--- src/rtl/ad_data_hsst_pkg.sv ---
// Shared constants, state encoding and control-word helpers for the HSST TX framer.
// SOF = {00, len, seq, K27.7}; EOF = {csum[15:0], seq, K29.7}.
package ad_data_hsst_pkg;

  localparam logic [7:0]  K28_5     = 8'hBC;
  localparam logic [7:0]  K27_7     = 8'hFB;
  localparam logic [7:0]  K29_7     = 8'hFD;

  localparam logic [31:0] IDLE_WORD = {8'h50, K28_5, 8'h50, K28_5};
  localparam logic [3:0]  IDLE_K    = 4'b0101;
  localparam logic [3:0]  CTRL_K    = 4'b0001;
  localparam logic [3:0]  DATA_K    = 4'b0000;

  localparam int CODE_LSB = 0;
  localparam int SEQ_LSB  = 8;
  localparam int LEN_LSB  = 16;
  localparam int CSUM_LSB = 16;

  typedef enum logic [1:0] {ST_IDLE, ST_SOF, ST_DATA, ST_EOF} state_t;

  function automatic logic [31:0] sof_word(input logic [7:0] len, input logic [7:0] seq);
    sof_word = '0;
    sof_word[CODE_LSB +: 8] = K27_7;
    sof_word[SEQ_LSB  +: 8] = seq;
    sof_word[LEN_LSB  +: 8] = len;
  endfunction

  function automatic logic [31:0] eof_word(input logic [15:0] csum, input logic [7:0] seq);
    eof_word = '0;
    eof_word[CODE_LSB +: 8]  = K29_7;
    eof_word[SEQ_LSB  +: 8]  = seq;
    eof_word[CSUM_LSB +: 16] = csum;
  endfunction

  function automatic logic [15:0] byte_sum(input logic [31:0] w);
    byte_sum = 16'(w[7:0]) + 16'(w[15:8]) + 16'(w[23:16]) + 16'(w[31:24]);
  endfunction

endpackage

--- src/rtl/ad_data_hsst_tx_framer_if.sv ---
// FIFO read port and HSST TX lane bundle; master = framer, slave = FIFO/lane side.
interface ad_data_hsst_tx_framer_if;
  logic        tx_en;
  logic        fifo_rd_vld;
  logic [7:0]  fifo_rd_data;
  logic        fifo_rd_en;
  logic [31:0] tx_data;
  logic [3:0]  tx_k;
  logic        frame_done;
  logic [7:0]  frame_seq;

  modport master (
    input  tx_en, fifo_rd_vld, fifo_rd_data,
    output fifo_rd_en, tx_data, tx_k, frame_done, frame_seq
  );

  modport slave (
    output tx_en, fifo_rd_vld, fifo_rd_data,
    input  fifo_rd_en, tx_data, tx_k, frame_done, frame_seq
  );
endinterface

--- src/rtl/ad_data_hsst_tx_framer_byte_pack.sv ---
// 8-to-32 assembler: pops one FIFO byte per cycle, first byte lands in [7:0].
module ad_byte_pack (
  input  logic        clk,
  input  logic        rst,
  input  logic        fifo_rd_vld,
  input  logic [7:0]  fifo_rd_data,
  input  logic        consume,
  input  logic        pop_inhibit,
  output logic [31:0] word,
  output logic        full,
  output logic        fifo_rd_en
);

  logic [2:0]  cnt;
  logic [1:0]  slot;

  assign full       = (cnt == 3'd4);
  assign fifo_rd_en = fifo_rd_vld & (~full | consume) & ~pop_inhibit;
  // a byte popped alongside a consumed word starts the next word
  assign slot       = consume ? 2'd0 : cnt[1:0];

  always_ff @(posedge clk or posedge rst) begin
    if (rst) begin
      cnt  <= '0;
      word <= '0;
    end else if (fifo_rd_en) begin
      word[{slot, 3'b000} +: 8] <= fifo_rd_data;
      cnt                       <= consume ? 3'd1 : cnt + 3'd1;
    end else if (consume) begin
      cnt <= '0;
    end
  end

endmodule

--- src/rtl/ad_data_hsst_tx_framer.sv ---
// Frames FIFO bytes into SOF / FRAME_WORDS data words / EOF on a 32-bit HSST lane,
// filling with IDLE_WORD whenever no word is ready.
module ad_data_hsst_tx_framer
  import ad_data_hsst_pkg::*;
#(
  parameter int          FRAME_WORDS = 64,
  parameter logic [31:0] IDLE_WORD   = ad_data_hsst_pkg::IDLE_WORD
) (
  input  logic                      clk,
  input  logic                      rst,
  ad_data_hsst_tx_framer_if.master  bus
);

  localparam logic [7:0] LEN = 8'(FRAME_WORDS);

  state_t      state, state_nxt;
  logic [7:0]  wcnt, wcnt_nxt;
  logic [15:0] csum, csum_nxt;
  logic [7:0]  seq, seq_nxt;
  logic [31:0] tx_nxt;
  logic [3:0]  k_nxt;
  logic        done_nxt;

  logic [31:0] word;
  logic        full, consume, pop_inhibit;

  assign consume     = (state == ST_DATA) & full;
  assign pop_inhibit = (state == ST_IDLE) & ~bus.tx_en;

  ad_byte_pack u_pack (
    .clk          (clk),
    .rst          (rst),
    .fifo_rd_vld  (bus.fifo_rd_vld),
    .fifo_rd_data (bus.fifo_rd_data),
    .consume      (consume),
    .pop_inhibit  (pop_inhibit),
    .word         (word),
    .full         (full),
    .fifo_rd_en   (bus.fifo_rd_en)
  );

  always_comb begin
    state_nxt = state;
    wcnt_nxt  = wcnt;
    csum_nxt  = csum;
    seq_nxt   = seq;
    tx_nxt    = IDLE_WORD;
    k_nxt     = IDLE_K;
    done_nxt  = 1'b0;
    case (state)
      ST_IDLE: if (full && bus.tx_en) state_nxt = ST_SOF;
      ST_SOF: begin
        tx_nxt    = sof_word(LEN, seq);
        k_nxt     = CTRL_K;
        wcnt_nxt  = '0;
        csum_nxt  = '0;
        state_nxt = ST_DATA;
      end
      ST_DATA: if (full) begin
        tx_nxt   = word;
        k_nxt    = DATA_K;
        csum_nxt = csum + byte_sum(word);
        wcnt_nxt = wcnt + 8'd1;
        // post-increment compare: the last word goes straight to EOF
        if (wcnt_nxt == LEN) state_nxt = ST_EOF;
      end
      ST_EOF: begin
        tx_nxt    = eof_word(csum, seq);
        k_nxt     = CTRL_K;
        done_nxt  = 1'b1;
        seq_nxt   = seq + 8'd1;
        state_nxt = ST_IDLE;
      end
      default: state_nxt = ST_IDLE;
    endcase
  end

  always_ff @(posedge clk or posedge rst) begin
    if (rst) begin
      state          <= ST_IDLE;
      wcnt           <= '0;
      csum           <= '0;
      seq            <= '0;
      bus.tx_data    <= IDLE_WORD;
      bus.tx_k       <= IDLE_K;
      bus.frame_done <= 1'b0;
    end else begin
      state          <= state_nxt;
      wcnt           <= wcnt_nxt;
      csum           <= csum_nxt;
      seq            <= seq_nxt;
      bus.tx_data    <= tx_nxt;
      bus.tx_k       <= k_nxt;
      bus.frame_done <= done_nxt;
    end
  end

  assign bus.frame_seq = seq;

endmodule

--- src/flat_wrapper.sv ---
// flat-port wrapper written by rule: the top's interface ports become plain ports
module ad_data_hsst_tx_framer_flat import ad_data_hsst_pkg::*;
#(
  parameter int          FRAME_WORDS = 64,
  parameter logic [31:0] IDLE_WORD   = ad_data_hsst_pkg::IDLE_WORD
)
  (clk, rst, bus_tx_en, bus_fifo_rd_vld, bus_fifo_rd_data, bus_fifo_rd_en, bus_tx_data, bus_tx_k, bus_frame_done, bus_frame_seq);
  ad_data_hsst_tx_framer_if bus_i ();
  input  logic clk;
  input  logic rst;
  input wire logic [$bits(bus_i.tx_en)-1:0] bus_tx_en;
  input wire logic [$bits(bus_i.fifo_rd_vld)-1:0] bus_fifo_rd_vld;
  input wire logic [$bits(bus_i.fifo_rd_data)-1:0] bus_fifo_rd_data;
  output wire logic [$bits(bus_i.fifo_rd_en)-1:0] bus_fifo_rd_en;
  output wire logic [$bits(bus_i.tx_data)-1:0] bus_tx_data;
  output wire logic [$bits(bus_i.tx_k)-1:0] bus_tx_k;
  output wire logic [$bits(bus_i.frame_done)-1:0] bus_frame_done;
  output wire logic [$bits(bus_i.frame_seq)-1:0] bus_frame_seq;
  assign bus_i.tx_en = bus_tx_en;
  assign bus_i.fifo_rd_vld = bus_fifo_rd_vld;
  assign bus_i.fifo_rd_data = bus_fifo_rd_data;
  assign bus_fifo_rd_en = bus_i.fifo_rd_en;
  assign bus_tx_data = bus_i.tx_data;
  assign bus_tx_k = bus_i.tx_k;
  assign bus_frame_done = bus_i.frame_done;
  assign bus_frame_seq = bus_i.frame_seq;
  ad_data_hsst_tx_framer #(.FRAME_WORDS(FRAME_WORDS), .IDLE_WORD(IDLE_WORD)) u_core (.clk(clk), .rst(rst), .bus(bus_i));
endmodule
--- config.mk ---
export PLATFORM = sky130hd
export DESIGN_NAME = ad_data_hsst_tx_framer_flat
export DESIGN_NICKNAME = d
export VERILOG_FILES = /design/src/rtl/ad_data_hsst_pkg.sv /design/src/rtl/ad_data_hsst_tx_framer_if.sv /design/src/rtl/ad_data_hsst_tx_framer_byte_pack.sv /design/src/rtl/ad_data_hsst_tx_framer.sv /design/src/flat_wrapper.sv
export SDC_FILE = /design/constraint.sdc
export NUM_CORES = 1
export LEC_CHECK = 0
export ABC_AREA = 0
export CAP_MARGIN = 30
export CORE_MARGIN = 1.5
export CORE_UTILIZATION = 41
export DETAILED_ROUTE_END_ITERATION = 10
export PLACE_DENSITY = 0.59
export RECOVER_POWER = 50
export SKIP_LAST_GASP = 1
export SYNTH_ARGS = -nofsm -noshare
export SYNTH_HDL_FRONTEND = slang
export SYNTH_SLANG_ARGS = --single-unit
export TNS_END_PERCENT = 10
--- constraint.sdc ---
create_clock -name clk -period 4.45 [get_ports clk]
set_input_delay 0.6675 -clock clk [delete_from_list [all_inputs] [get_ports clk]]
set_output_delay 0.6675 -clock clk [all_outputs]
set_load 0.005 [all_outputs]
== Word level (Yosys, flattened, before mapping) ==
Index checks and enable logic that the tools add are counted.
Storage, ports and cells
  register bits: 106
  output and inout bits: 46
Cells by class
  add/subtract/negate cells: 8
  equality and inequality tests: 8
  shift-type cells: 2
  multiplexer cells: 18
  bitwise gates (word level): 8
  reduce and logical (&&, ||, !) cells: 7
Operator list (count)
  32-bit one-hot mux with 3 select lines: 1
  16-bit by 8-bit adder with 16-bit output: 2
  32-bit bitwise mux: 1
  32-bit 2-to-1 mux: 1
  16-bit one-hot mux with 2 select lines: 1
  8-bit by 7-bit variable shift with 32-bit output, first input constant: 1
  8-bit by 7-bit indexed part select with 32-bit output: 1
  16-bit adder: 1
  8-bit by 1-bit adder with 8-bit output, second input constant: 2
  16-bit 2-to-1 mux: 1
  8-bit one-hot mux with 2 select lines: 1
  3-bit 2-to-1 mux: 4
  8-bit by 8-bit adder with 9-bit output: 1
  8-bit by 7-bit equality test with 1-bit output, second input constant: 1
  2-bit 2-to-1 mux: 4
  8-bit 2-to-1 mux: 1
  2-bit one-hot mux with 4 select lines: 1
  4-bit one-hot mux with 2 select lines: 1
  5-bit negator with 7-bit output: 1
  1-bit bitwise AND: 4
  2-bit equality test, second input constant: 2
  2-bit != test, second input constant: 2
  2-bit nonzero test: 2
  3-bit by 1-bit adder with 3-bit output, second input constant: 1
  11 further kinds: 13

== Logic depth before layout (Yosys ltp) ==
  depth in word-level cells: 6
  mapped depth: 18
  mapped depth without buffers: 18

== Hierarchy ==
Synthesis repeated with hierarchy kept, for this count alone.
Second synthesis, totals
  cells, all modules: 565
  area total of the unflattened synthesis: 5831.8 um^2
By module, submodules not included
  ad_data_hsst_tx_framer: instances 1, cells an instance 409, area each 4062.6 um^2
  ad_byte_pack: instances 1, cells an instance 156, area each 1769.2 um^2

== Least setup slack after synthesis ==
Ideal clock, no wire load.
  kind: register to register
  start point: reg u_core.u_pack.word[0]
  end point: reg u_core.csum[15]
  data arrival time: 3.935 ns
  data required time: 4.371 ns
  path slack: 0.436 ns
  cell stages (with the launch flop): 19
  path buffers: 0
  period minus slack after synthesis: 4.014 ns
  cell sequence: dfrtp_1 -> ha_1 -> inv_1 -> fa_1 -> nor2b_1 -> o21ai_0 -> a21oi_1 -> a211oi_1 -> xnor2_1 -> fa_1 -> inv_1 -> fa_1 -> inv_1 -> ha_1 -> nand2_1 -> nor4b_2 -> nor4_2 -> nor4b_1 -> mux2i_1
On the way
  cells in the longest elaborated chain, start to end: 6
RTL lines
  start: declaration: RTL line ad_data_hsst_tx_framer_byte_pack.sv:9  | output logic [31:0] word,
  start signal: indexed assignment: RTL line ad_data_hsst_tx_framer_byte_pack.sv:27  | word[{slot, 3'b000} +: 8] <= fifo_rd_data;
  8-bit by 8-bit adder with 9-bit output: RTL line ad_data_hsst_pkg.sv:36  | byte_sum = 16'(w[7:0]) + 16'(w[15:8]) + 16'(w[23:16]) + 16'(w[31:24]);
  16-bit by 8-bit adder with 16-bit output (2 in a row): RTL line ad_data_hsst_pkg.sv:36
  16-bit adder: RTL line ad_data_hsst_tx_framer.sv:62  | csum_nxt = csum + byte_sum(word);
  16-bit 2-to-1 mux: RTL line ad_data_hsst_tx_framer.sv:59  | ST_DATA: if (full) begin
  16-bit one-hot mux with 2 select lines: RTL line ad_data_hsst_tx_framer.sv:50  | case (state)
  end signal: assignment: RTL line ad_data_hsst_tx_framer.sv:90  | csum <= csum_nxt;
  end: declaration: RTL line ad_data_hsst_tx_framer.sv:18  | logic [15:0] csum, csum_nxt;
No other way between the ends. The select of a mux whose other input is x is not followed.
A chain may end at the register's enable or synchronous reset.

== Worst setup path in the final report ==
  start point: reg u_core.u_pack.word[0]
  end point: reg u_core.csum[11]
The elaborated chain is that of the path after synthesis.

==> results.cfg <==
[run_status]
status = complete, no violations

[timing]
fin_crit_sh_pct = 96.6
finalSetupViolCount = 0
maxSlewViolCount = 0
hold_slack_ps = 508
skew_ps = 4.27
layout_min_cycle_time_ps = 4300
fmax_mhz = 233
finalHoldViolCount = 0
grt_setup_unrepaired = yes
worstMarginPinSlew_ps = 1440
relSlewSlack_pct = 3.87

[clock_tree]
numCtsBuffers = 9
holdBufCountCts = 0
clock_path_buffers = 2
cts_root_buf = clkbuf_16
cts_sinks = 104
clk_latency_ps = 350
htreeDepth = 3
clk_pin_slew_worst_paths_ps = 70
tritoncts = built

[placement]
dp_hpwl_um = 10400
routabilityCongestion = 0.956
placed_cells = 761
port_buffers = 55
placed_area_mm2 = 0.00635

[route]
firstDrtPassIters = 5
vias = 4325
routedWlPerCell_um = 18.3
drtIter0Drc = 305
avgViaCountPerCell = 5.55
antenna_left = 0
drc = 0
routed_wl_um = 14200

[global_routing]
grt_pass1_vias = 4107
grt_antenna_before_repair = 0
grt_pass1_wl_um = 22700
grt_start_max_net_pins = 60
grtUsageTotal_pct = 20.7
grt-ovfl-total = 0

[yosys]
synth_edf_count = 0
synth_ff_type = dfrtp_1
syn_inst = 547
syn-cell-area_mm2 = 0.00562
netlist_top_cells_count = dfrtp_1 (88), nand2_1 (70), inv_1 (48), o21ai_0 (38), ha_1 (33)
async_flop_share_pct = 100
synth-seq-area-share_pct = 46.7
synth_area_per_cell_um2 = 10.3
synth_top_area_share_pct = 39.2
synth-warning-count = 0
synth_top_area_cell = dfrtp_1
synthDistinctLibCells = 59
synth_seq_cells = 104
ys_top_cells_by_area = dfrtp_1 (39%), dfstp_2 (7.5%), ha_1 (7.3%), fa_1 (6.1%), nand2_1 (4.7%)
yosysMostFrequentCell = dfrtp_1

[worst_setup_path]
r2r_end = u_core.csum[11]
cp-endpoint = u_core.csum[11]
crit_path_end_kind = register
worstSetupStartpoint = u_core.u_pack.word[0]
worst-path-max-fanout = 5
reg2reg_slack_ps = 150
critPathMaxStageDelay_ps = 500
crit_required_ps = 4670
worst_path_max_delay_cell = fa_1
arrival_ps = 4520
reg2reg_depth = 18
r2r_start = u_core.u_pack.word[0]
critPathKind = reg -> reg
worstPathCellList = ha_1 > inv_1 > fa_1 > nor2b_1 > o21ai_1 > a21oi_2 > a211oi_1 > xnor2_1 > fa_1 > inv_1 > fa_1 > inv_1 > ha_1 > nand2_1 > nor4b_4 > nor4_2 > o311ai_0 > o41ai_1
critPathLaunchType = register

[floorplanning]
core-area_mm2 = 0.0133
die_area_mm2 = 0.0144
initial_core_util_pct = 42.3
std_cell_rows = 42
io_pins = 58
die_w_um = 120
die_h_um = 120

[cells_and_area]
fin_cells = 779
final.fill_count = 1212
fin_nets = 660
num_antenna_cells = 0
utilization_pct = 50.5
drive_gt1_share_pct = 9.78
final_area_mm2 = 0.00672
area_delta_synth_final_pct = 19.6

[power_and_ir_drop]
power.total_mw = 4.20
vdd_drop_max_mv = 0.331
p_leak_nw = 3.15
p_per_area_mw_per_mm2 = 624

[job]
maxCapViolations = 0

[worst_hold_path]
hp-class = reg -> reg
[cell families after synthesis]
kind of cell	count (synthesis)	synth area share, %
adder cells (fa/ha/maj)	50	13.4
buffers and inverters	72	5.10
flip-flops	104	46.7
other	1	0.0667
XOR/XNOR	24	3.74
multiplexers	7	1.29
AND/OR/NAND/NOR	156	13.5
AO/OA/AOI/OAI	133	16.2
[worst min-delay path by stage]
stage	startpoint	end	slack, ps	cells after the start
2_1_floorplan	u_core.csum[15]	u_core.csum[15]	450	1
3_3_place_gp	u_core.bus.frame_seq[7]	u_core.bus.frame_seq[7]	500	1
3_5_place_dp	u_core.bus.frame_seq[7]	u_core.bus.frame_seq[7]	500	1
4_1_cts	u_core.bus.frame_seq[7]	u_core.bus.frame_seq[7]	510	1
5_1_grt	u_core.bus.frame_seq[7]	u_core.bus.frame_seq[7]	530	1
6_report	u_core.bus.frame_seq[7]	u_core.bus.frame_seq[7]	510	1
[placed cells by master (no fill, tap or decap), types with 3 or more instances in the layout]
cell and instances:
clkbuf_16 9, and3_1 3, or2_2 3, o211ai_1 3
o21ai_0 36, a31oi_1 3, nor3_1 6, dfstp_2 16
o31ai_1 5, a21o_1 6, nand2_1 70, inv_1 47
fa_1 17, a211oi_1 4, o41ai_1 3, o21ai_1 3
buf_4 5, bufinv_16 3, ha_1 33, a22oi_1 14
mux2i_1 5, dlygate4sd3_1 13, xnor2_1 12, nand3_1 16
xor2_1 12, clkdlybuf4s50_1 42, a22o_1 16, nor2_1 30
dfrtp_1 88, a21oi_1 19, a221o_1 9, nand4_1 8
[report_power, final]
part | internal, mW | switching (mW) | leakage [nW] | total, mW
combinational | 0.781 | 1.12 | 1.63 | 1.90
clock | 0.551 | 0.365 | 0.162 | 0.916
sequential | 1.19 | 0.187 | 1.36 | 1.38
total | 2.52 | 1.68 | 3.15 | 4.20
[worst max-delay path, delay by kind of cell (launching register included)]
kind / cells / cell delay, ps
DFF: 1 / 400
adders and majority gates: 5 / 1800
and+or+nand+nor: 4 / 610
AOI/OAI and AO/OA: 5 / 1060
xor gates and xnor gates: 1 / 130
buffers and inverters: 3 / 170
[layout make-up]
type	count	area, um^2	share of cell area [%]
clock buffers	9	225	3.35
clock inverters	7	119	1.77
inverters	48	181	2.70
multi-input cells	372	2750	40.9
flip-flops and latches	104	2620	39.0
well taps	176	220	3.28
repair buffers	63	601	8.94
[registers in the layout, indices dropped and copies added (netlist names)]
| name | cells |
|---|---|
| u_core.bus.tx_data | 32 |
| u_core.bus.frame_done | 1 |
| u_core.wcnt | 8 |
| u_core.state | 2 |
| u_core.u_pack.word | 32 |
| u_core.bus.tx_k | 2 |
| u_core.csum | 16 |
| u_core.u_pack.cnt | 3 |
| u_core.bus.frame_seq | 8 |
[metal layers]
layer | up-vias | share of wire (%) | track usage (%) | wire (um)
met5 | - | 0 | 0 | 0
met4 | 0 | 1.6 | 6.85 | 221
met2 | 123 | 44 | 28.9 | 6310
met3 | 14 | 4.7 | 3.37 | 666
met1 | 2185 | 49 | 32.4 | 7050
li1 | 2003 | - | - | -
[per-stage QoR]
stage | setup WS, ps | setup TNS, ps
floorplan | 436 | 0
global placement | 195 | 0
detailed placement | 57.0 | 0
CTS | 2.02 | 0
global route | -84.6 | -256
finish | 151 | 0
[what timing repair did]
item                                    in CTS  in global routing
endpoints found under the setup margin       0                  7
buffers inserted                             0                  2
gates resized for setup                      0                 11
endpoints found under the hold margin        0                  0
Power figures use the tool's default switching activity.
